<file path="config.mk">
export PLATFORM = sky130hd
export DESIGN_NAME = riscv_multicycle_core
export DESIGN_NICKNAME = d
export VERILOG_FILES = /design/src/rtl/riscv_multicycle_core.sv
export SDC_FILE = /design/constraint.sdc
export NUM_CORES = 2
export LEC_CHECK = 0
export BUFFER_PORTS_ARGS = -buffer_cell sky130_fd_sc_hd__buf_4
export CAP_MARGIN = 20
export CORE_UTILIZATION = 48
export DETAILED_ROUTE_END_ITERATION = 7
export PLACE_DENSITY = 0.66
export SLEW_MARGIN = 20
export SYNTH_ARGS = -nofsm -noshare
export SYNTH_HDL_FRONTEND = slang
export SYNTH_SLANG_ARGS = --single-unit
</file>
<file path="constraint.sdc">
create_clock -name cpu_clk -period 6.38 [get_ports cpu_clk]
set_clock_uncertainty 0.2 [all_clocks]
set_input_delay 0.957 -clock cpu_clk [delete_from_list [all_inputs] [get_ports cpu_clk]]
set_output_delay 0.957 -clock cpu_clk [all_outputs]
set_load 0.05 [all_outputs]
</file>
<file path="src/rtl/riscv_multicycle_core.sv">
// riscv_multicycle_core
//   Multicycle RV32I subset core (RV32E when REG_COUNT=16). Each instruction
//   walks FETCH -> DECODE -> EXEC -> (MEM for loads/stores) -> WB -> FETCH.
//   Unsupported opcodes retire as NOPs.
//
// Parameters
//   RESET_PC      PC loaded on reset
//   REG_COUNT     architectural registers, 16 or 32
//   UART_REG_IDX  register whose low byte is mirrored on uart_reg
//
// Ports
//   cpu_clk, reset                  clock, synchronous active-high reset
//   imem_req/addr/valid/rdata       instruction fetch handshake (addr = PC)
//   dmem_req/we/addr/wdata/ready/rdata  word-wide data handshake
//   uart_reg, uart_wr               low byte of UART_REG_IDX, write pulse in WB
//   ALU_OUT_check                   EXEC result captured at end of EXEC
//   halted                          core parked in HALT
//
// Configuration
//   RVMC_EBREAK_HALT_EN  when defined, EBREAK parks the core in HALT until
//                        reset; otherwise EBREAK is a NOP and halted is 0.
module riscv_multicycle_core #(
  parameter logic [31:0] RESET_PC     = 32'h0000_0000,
  parameter int          REG_COUNT    = 32,
  parameter int          UART_REG_IDX = 10
) (
  input  logic        cpu_clk,
  input  logic        reset,
  output logic        imem_req,
  output logic [31:0] imem_addr,
  input  logic        imem_valid,
  input  logic [31:0] imem_rdata,
  output logic        dmem_req,
  output logic        dmem_we,
  output logic [31:0] dmem_addr,
  output logic [31:0] dmem_wdata,
  input  logic        dmem_ready,
  input  logic [31:0] dmem_rdata,
  output logic [7:0]  uart_reg,
  output logic        uart_wr,
  output logic [31:0] ALU_OUT_check,
  output logic        halted
);

  typedef enum logic [2:0] {S_FETCH, S_DECODE, S_EXEC, S_MEM, S_WB, S_HALT} state_t;

  localparam logic [6:0] OPC_LUI    = 7'b0110111;
  localparam logic [6:0] OPC_AUIPC  = 7'b0010111;
  localparam logic [6:0] OPC_JAL    = 7'b1101111;
  localparam logic [6:0] OPC_JALR   = 7'b1100111;
  localparam logic [6:0] OPC_BRANCH = 7'b1100011;
  localparam logic [6:0] OPC_LOAD   = 7'b0000011;
  localparam logic [6:0] OPC_STORE  = 7'b0100011;
  localparam logic [6:0] OPC_OP_IMM = 7'b0010011;
  localparam logic [6:0] OPC_OP     = 7'b0110011;
  localparam logic [4:0] UART_IDX   = 5'(UART_REG_IDX);

  state_t      state_q, state_d;
  logic [31:0] pc_q, pc_d, ir_q, ir_d, a_q, a_d, b_q, b_d, imm_q, imm_d;
  logic [31:0] alu_q, alu_d, npc_q, npc_d, ld_q, ld_d;
  // Always 32 entries; entries at or above REG_COUNT are never written and
  // therefore read as 0.
  logic [31:0] rf_q [32];
  logic [31:0] rf_d [32];

  logic [6:0]  opcode;
  logic [4:0]  rd, rs1, rs2;
  logic [2:0]  f3;
  logic [31:0] imm_dec, op_b, alu_res, exec_res, npc_calc, wb_data;
  logic [4:0]  shamt;
  logic        is_mem, is_store, writes_rd, wr_en, br_taken;
  logic        imem_req_c, dmem_req_c, uart_wr_c;

  assign opcode   = ir_q[6:0];
  assign rd       = ir_q[11:7];
  assign f3       = ir_q[14:12];
  assign rs1      = ir_q[19:15];
  assign rs2      = ir_q[24:20];
  assign is_store = (opcode == OPC_STORE);
  assign is_mem   = (opcode == OPC_LOAD) || is_store;
  assign writes_rd = (opcode == OPC_LUI) || (opcode == OPC_AUIPC) || (opcode == OPC_JAL) ||
                     (opcode == OPC_JALR) || (opcode == OPC_LOAD) || (opcode == OPC_OP_IMM) ||
                     (opcode == OPC_OP);
  assign wr_en    = writes_rd && (rd != 5'd0) && (32'(rd) < 32'(REG_COUNT));
  assign wb_data  = (opcode == OPC_LOAD) ? ld_q : alu_q;

  always_comb begin
    imm_dec = '0;
    case (opcode)
      OPC_OP_IMM, OPC_LOAD, OPC_JALR: imm_dec = {{20{ir_q[31]}}, ir_q[31:20]};
      OPC_STORE:  imm_dec = {{20{ir_q[31]}}, ir_q[31:25], ir_q[11:7]};
      OPC_BRANCH: imm_dec = {{19{ir_q[31]}}, ir_q[31], ir_q[7], ir_q[30:25], ir_q[11:8], 1'b0};
      OPC_LUI, OPC_AUIPC: imm_dec = {ir_q[31:12], 12'b0};
      OPC_JAL:    imm_dec = {{11{ir_q[31]}}, ir_q[31], ir_q[19:12], ir_q[20], ir_q[30:21], 1'b0};
      default:    imm_dec = '0;
    endcase
  end

  // ALU: register operand for OP, immediate for OP-IMM. SUB exists only in OP;
  // SRA/SRAI share ir[30] as selector.
  assign op_b  = (opcode == OPC_OP) ? b_q : imm_q;
  assign shamt = op_b[4:0];

  always_comb begin
    alu_res = '0;
    case (f3)
      3'd0: alu_res = (opcode == OPC_OP && ir_q[30]) ? a_q - op_b : a_q + op_b;
      3'd1: alu_res = a_q << shamt;
      3'd2: alu_res = {31'b0, $signed(a_q) < $signed(op_b)};
      3'd3: alu_res = {31'b0, a_q < op_b};
      3'd4: alu_res = a_q ^ op_b;
      3'd5: alu_res = ir_q[30] ? 32'($signed(a_q) >>> shamt) : a_q >> shamt;
      3'd6: alu_res = a_q | op_b;
      default: alu_res = a_q & op_b;
    endcase
  end

  always_comb begin
    br_taken = 1'b0;
    case (f3)
      3'd0: br_taken = (a_q == b_q);
      3'd1: br_taken = (a_q != b_q);
      3'd4: br_taken = ($signed(a_q) <  $signed(b_q));
      3'd5: br_taken = ($signed(a_q) >= $signed(b_q));
      3'd6: br_taken = (a_q <  b_q);
      3'd7: br_taken = (a_q >= b_q);
      default: br_taken = 1'b0;
    endcase
  end

  // EXEC result doubles as the rd value (JAL/JALR link) and the memory address.
  always_comb begin
    exec_res = '0;
    npc_calc = pc_q + 32'd4;
    case (opcode)
      OPC_LUI:             exec_res = imm_q;
      OPC_AUIPC:           exec_res = pc_q + imm_q;
      OPC_JAL: begin
        exec_res = pc_q + 32'd4;
        npc_calc = pc_q + imm_q;
      end
      OPC_JALR: begin
        exec_res = pc_q + 32'd4;
        npc_calc = (a_q + imm_q) & 32'hFFFF_FFFE;
      end
      OPC_BRANCH:          if (br_taken) npc_calc = pc_q + imm_q;
      OPC_LOAD, OPC_STORE: exec_res = a_q + imm_q;
      OPC_OP, OPC_OP_IMM:  exec_res = alu_res;
      default:             exec_res = '0;
    endcase
  end

  always_comb begin
    state_d = state_q;
    pc_d    = pc_q;
    ir_d    = ir_q;
    a_d     = a_q;
    b_d     = b_q;
    imm_d   = imm_q;
    alu_d   = alu_q;
    npc_d   = npc_q;
    ld_d    = ld_q;
    rf_d    = rf_q;
    imem_req_c = 1'b0;
    dmem_req_c = 1'b0;
    uart_wr_c  = 1'b0;
    case (state_q)
      S_FETCH: begin
        imem_req_c = 1'b1;
        if (imem_valid) begin
          ir_d    = imem_rdata;
          state_d = S_DECODE;
        end
      end
      S_DECODE: begin
        a_d     = rf_q[rs1];
        b_d     = rf_q[rs2];
        imm_d   = imm_dec;
        state_d = S_EXEC;
      end
      S_EXEC: begin
        alu_d   = exec_res;
        npc_d   = npc_calc;
        state_d = is_mem ? S_MEM : S_WB;
      end
      S_MEM: begin
        dmem_req_c = 1'b1;
        if (dmem_ready) begin
          if (!is_store) ld_d = dmem_rdata;
          state_d = S_WB;
        end
      end
      S_WB: begin
        if (wr_en) begin
          rf_d[rd]  = wb_data;
          uart_wr_c = (rd == UART_IDX);
        end
`ifdef RVMC_EBREAK_HALT_EN
        if (ir_q == 32'h0010_0073) begin
          state_d = S_HALT;
        end else begin
          pc_d    = npc_q;
          state_d = S_FETCH;
        end
`else
        pc_d    = npc_q;
        state_d = S_FETCH;
`endif
      end
      S_HALT:  state_d = S_HALT;
      default: state_d = S_FETCH;
    endcase
  end

  always_ff @(posedge cpu_clk) begin
    if (reset) begin
      state_q <= S_FETCH;
      pc_q    <= RESET_PC;
      ir_q    <= '0;
      a_q     <= '0;
      b_q     <= '0;
      imm_q   <= '0;
      alu_q   <= '0;
      npc_q   <= '0;
      ld_q    <= '0;
      for (int i = 0; i < 32; i++) rf_q[i] <= '0;
    end else begin
      state_q <= state_d;
      pc_q    <= pc_d;
      ir_q    <= ir_d;
      a_q     <= a_d;
      b_q     <= b_d;
      imm_q   <= imm_d;
      alu_q   <= alu_d;
      npc_q   <= npc_d;
      ld_q    <= ld_d;
      rf_q    <= rf_d;
    end
  end

  // Requests are masked while reset is asserted so an aborted handshake drops
  // immediately, whatever state the FSM was in.
  assign imem_req      = imem_req_c & ~reset;
  assign imem_addr     = pc_q;
  assign dmem_req      = dmem_req_c & ~reset;
  assign dmem_we       = dmem_req & is_store;
  assign dmem_addr     = dmem_req ? {alu_q[31:2], 2'b00} : 32'h0;
  assign dmem_wdata    = dmem_req ? b_q : 32'h0;
  assign uart_wr       = uart_wr_c & ~reset;
  assign uart_reg      = rf_q[UART_IDX][7:0];
  assign ALU_OUT_check = alu_q;
`ifdef RVMC_EBREAK_HALT_EN
  assign halted        = (state_q == S_HALT) & ~reset;
`else
  assign halted        = 1'b0;
`endif

endmodule
</file>
==> results_dict.tcl <==
set metrics [dict create \
    status "finished, final reports clean" \
    timing.setup.tns_ps 0 \
    die_x_um 399 \
    slew_headroom_pct 17.0 \
    ioPinCount 209 \
    clockBufferDepth 3 \
    ant_nets 0 \
    wl_per_cell_um 34.3 \
    path_buf_inv 1 \
    cts_root_buffer "clkbuf_16" \
    netlist_instances 8078 \
    path_class "flip-flop to flip-flop" \
    syn_to_final_growth_pct 13.0 \
    die_y_um 399 \
    setup_viol 0 \
    via_count 69800 \
    htreeDepth 4 \
    place_inst 9806 \
    die_area_mm2 0.159 \
    drc 0 \
    maxCapViolations 0 \
    yosysWarnings 0 \
    cp_top_family "compound AO/OA/AOI/OAI gates" \
    numCtsBuffers 145 \
    numClockSinks 1283 \
    crit_path_cell_trace "and3b_1, nand2_4, nor2_1, a21o_1, inv_1, ha_1, nor4_1, a21boi_0, o311ai_0, o2bb2ai_1, a31oi_1, a41o_1, a21oi_1, o21ai_1, a211oi_1, o221a_2" \
    largest-register "rf_q" \
    p_leak_nw 28.0 \
    crit_cells 16 \
    peakVddDrop_uv 295 \
    netlist_area_mm2 0.0756 \
    std_cell_rows 145 \
    hold_buffers 0 \
    synth_edf_count 0 \
    final_area_mm2 0.0854 \
    min_period_ps 5670 \
    tritoncts "done" \
    ys_types 107 \
    grt_usage_pct 42.6 \
    hold_slack_ps 159 \
    crit_fanout 35 \
    async_flop_share_pct 0 \
    max_freq_mhz 176 \
    worstPathArrival_ps 6130 \
    gp_congestion 1.07 \
    period_share_pct 88.9 \
    grt_max_degree 215 \
    nNetsFinal 8164 \
    post_cts_buffers 0 \
    portBuffers 205 \
    whs_path_depth 3 \
    largest_reg_flops 1016 \
    start_util_pct 48.4 \
    place_area_mm2 0.0800 \
    grt-ovfl-total 0 \
    slew_viol_final 0 \
    worstPathRequired_ps 6840 \
    rr_worst_depth 16 \
    endpoint_kind "flip-flop" \
    grt_pass1_wl_mm 488 \
    critPathSlowestCell "and3b_1" \
    max_stage_delay_ps 690 \
    worstMarginPinSlew_ps 1240 \
    hpwlAfterDp_mm 245 \
    drt_iter0_markers 9676 \
    antenna_found_initial 19 \
    p_per_area_mw_per_mm2 232 \
    cts_resized 0 \
    syn_area_per_cell_um2 9.36 \
    grt_pass1_vias 66000 \
    core-area_mm2 0.156 \
    wirelength_mm 346 \
    ys_seq_elements 1283 \
    ys.flop_type "dfxtp_1" \
    vias_per_cell 6.92 \
    hold_viol_final 0 \
    drtPass1Iterations 7 \
    rsz0062_at_grt "false" \
    hold_path_class "primary input to flip-flop" \
    fillers 13900 \
    ys_seq_area_share_pct 34.0 \
    layout-drive-gt1-share_pct 19.4 \
    start_kind "flip-flop" \
    worstSkewPairLatency_ps 840 \
    clkSlewWorstSetupHoldPaths_ps 70 \
    fin_cells 10100 \
    p_total_mw 19.8 \
]
-- stage by stage --
step                      utilization, %  setup WS [ps]
final                               54.6            710
after global routing                54.6            581
after CTS                           54.4            816
after detailed placement            51.1            885
after global placement              51.1            909
after floorplan                        -           1830
-- routing by layer --
| metal | track usage, % | share of wire [%] | vias to the layer above |
|---|---|---|---|
| li1 | - | - | 30100 |
| met4 | 23.9 | 6.3 | 6 |
| met2 | 63.7 | 44 | 4262 |
| met3 | 8.79 | 9.7 | 908 |
| met1 | 57.5 | 40 | 34600 |
| met5 | 0 | 0.015 | - |
-- cells in the mapped netlist, types with 16 or more instances --
cell type / instances / share of area [%]
a211oi_1: 1147 / 11
a21o_1: 76 / 0.75
a21oi_1: 371 / 2.5
a221oi_1: 24 / 0.28
a222oi_1: 24 / 0.32
a22oi_1: 34 / 0.34
a311oi_1: 22 / 0.25
a31oi_1: 37 / 0.31
and2_1: 51 / 0.42
and3_1: 26 / 0.22
buf_1: 72 / 0.36
buf_2: 115 / 0.76
buf_4: 20 / 0.20
clkbuf_1: 625 / 3.1
dfxtp_1: 1283 / 34
ha_1: 186 / 3.1
inv_1: 149 / 0.74
mux2i_1: 177 / 2.3
mux4_2: 640 / 19
nand2_1: 489 / 2.4
nand2b_1: 38 / 0.31
nand3_1: 74 / 0.49
nand4_1: 25 / 0.21
nor2_1: 1367 / 6.8
nor2_2: 16 / 0.13
nor2b_1: 69 / 0.57
nor3_1: 120 / 0.79
nor4_1: 16 / 0.13
o211ai_1: 54 / 0.54
o21ai_0: 224 / 1.5
o21bai_1: 19 / 0.19
o22ai_1: 17 / 0.14
o31ai_1: 24 / 0.24
or3_1: 18 / 0.15
xnor2_1: 77 / 0.89
xor2_1: 48 / 0.56
-- power breakdown --
group	internal (mW)	switching [mW]	leakage (nW)
clock	5.12	3.82	2.48
combinational	0.814	1.79	15.1
sequential	8.07	0.213	10.4
-- tightest hold or removal path: stages --
cell and delay, ps:
buf_4 110, nand2_1 40, a21oi_1 50
-- layout make-up --
cell class,count,area [µm²],share of cell area [%]
sequential,1283,25700,30.1
timing repair buffer,515,4870,5.70
inverter,154,578,0.676
multi-input combinational,5808,46500,54.4
antenna,10,25.0,0.0293
clock buffer,198,4090,4.79
tap,2058,2570,3.01
clock inverter,70,1070,1.25
-- kinds of logic after synthesis --
| family | after synthesis | share of synthesized area [%] |
|---|---|---|
| compound gates | 2275 | 21.0 |
| xor+xnor | 125 | 1.45 |
| fa+ha+maj | 189 | 3.16 |
| buf+inv | 989 | 5.23 |
| flops | 1283 | 34.0 |
| mux | 832 | 21.6 |
| other cells | 1 | 0.00496 |
| simple gates | 2384 | 13.5 |
-- layout by cell type (no fill, tap or decap), types with 48 or more instances in the layout --
| cell | Yosys | layout |
|---|---|---|
| nor2_1 | 1367 | 1350 |
| dfxtp_1 | 1283 | 1272 |
| a211oi_1 | 1147 | 1147 |
| mux4_2 | 640 | 640 |
| nand2_1 | 489 | 489 |
| buf_4 | 20 | 438 |
| a21oi_1 | 371 | 371 |
| o21ai_0 | 224 | 223 |
| ha_1 | 186 | 186 |
| inv_1 | 149 | 148 |
| clkbuf_16 | 0 | 147 |
| mux2i_1 | 177 | 145 |
| nor3_1 | 120 | 118 |
| xnor2_1 | 77 | 77 |
| a21o_1 | 76 | 76 |
| nand3_1 | 74 | 74 |
| nor2b_1 | 69 | 69 |
| buf_12 | 0 | 64 |
| o211ai_1 | 54 | 54 |
| and2_1 | 51 | 48 |
| xor2_1 | 48 | 48 |
-- final timing paths --
| kind | from | endpoint | slack [ps] |
|---|---|---|---|
| setup / recovery | ir_q[4] | ALU_OUT_check[0] | 710 |
| hold / removal | imem_rdata[28] | ir_q[28] | 160 |
| setup reg to reg | ir_q[4] | ALU_OUT_check[0] | 710 |
| hold reg to reg | npc_q[5] | imem_addr[5] | 240 |
Note: power is estimated with default switching activity, not from simulation.
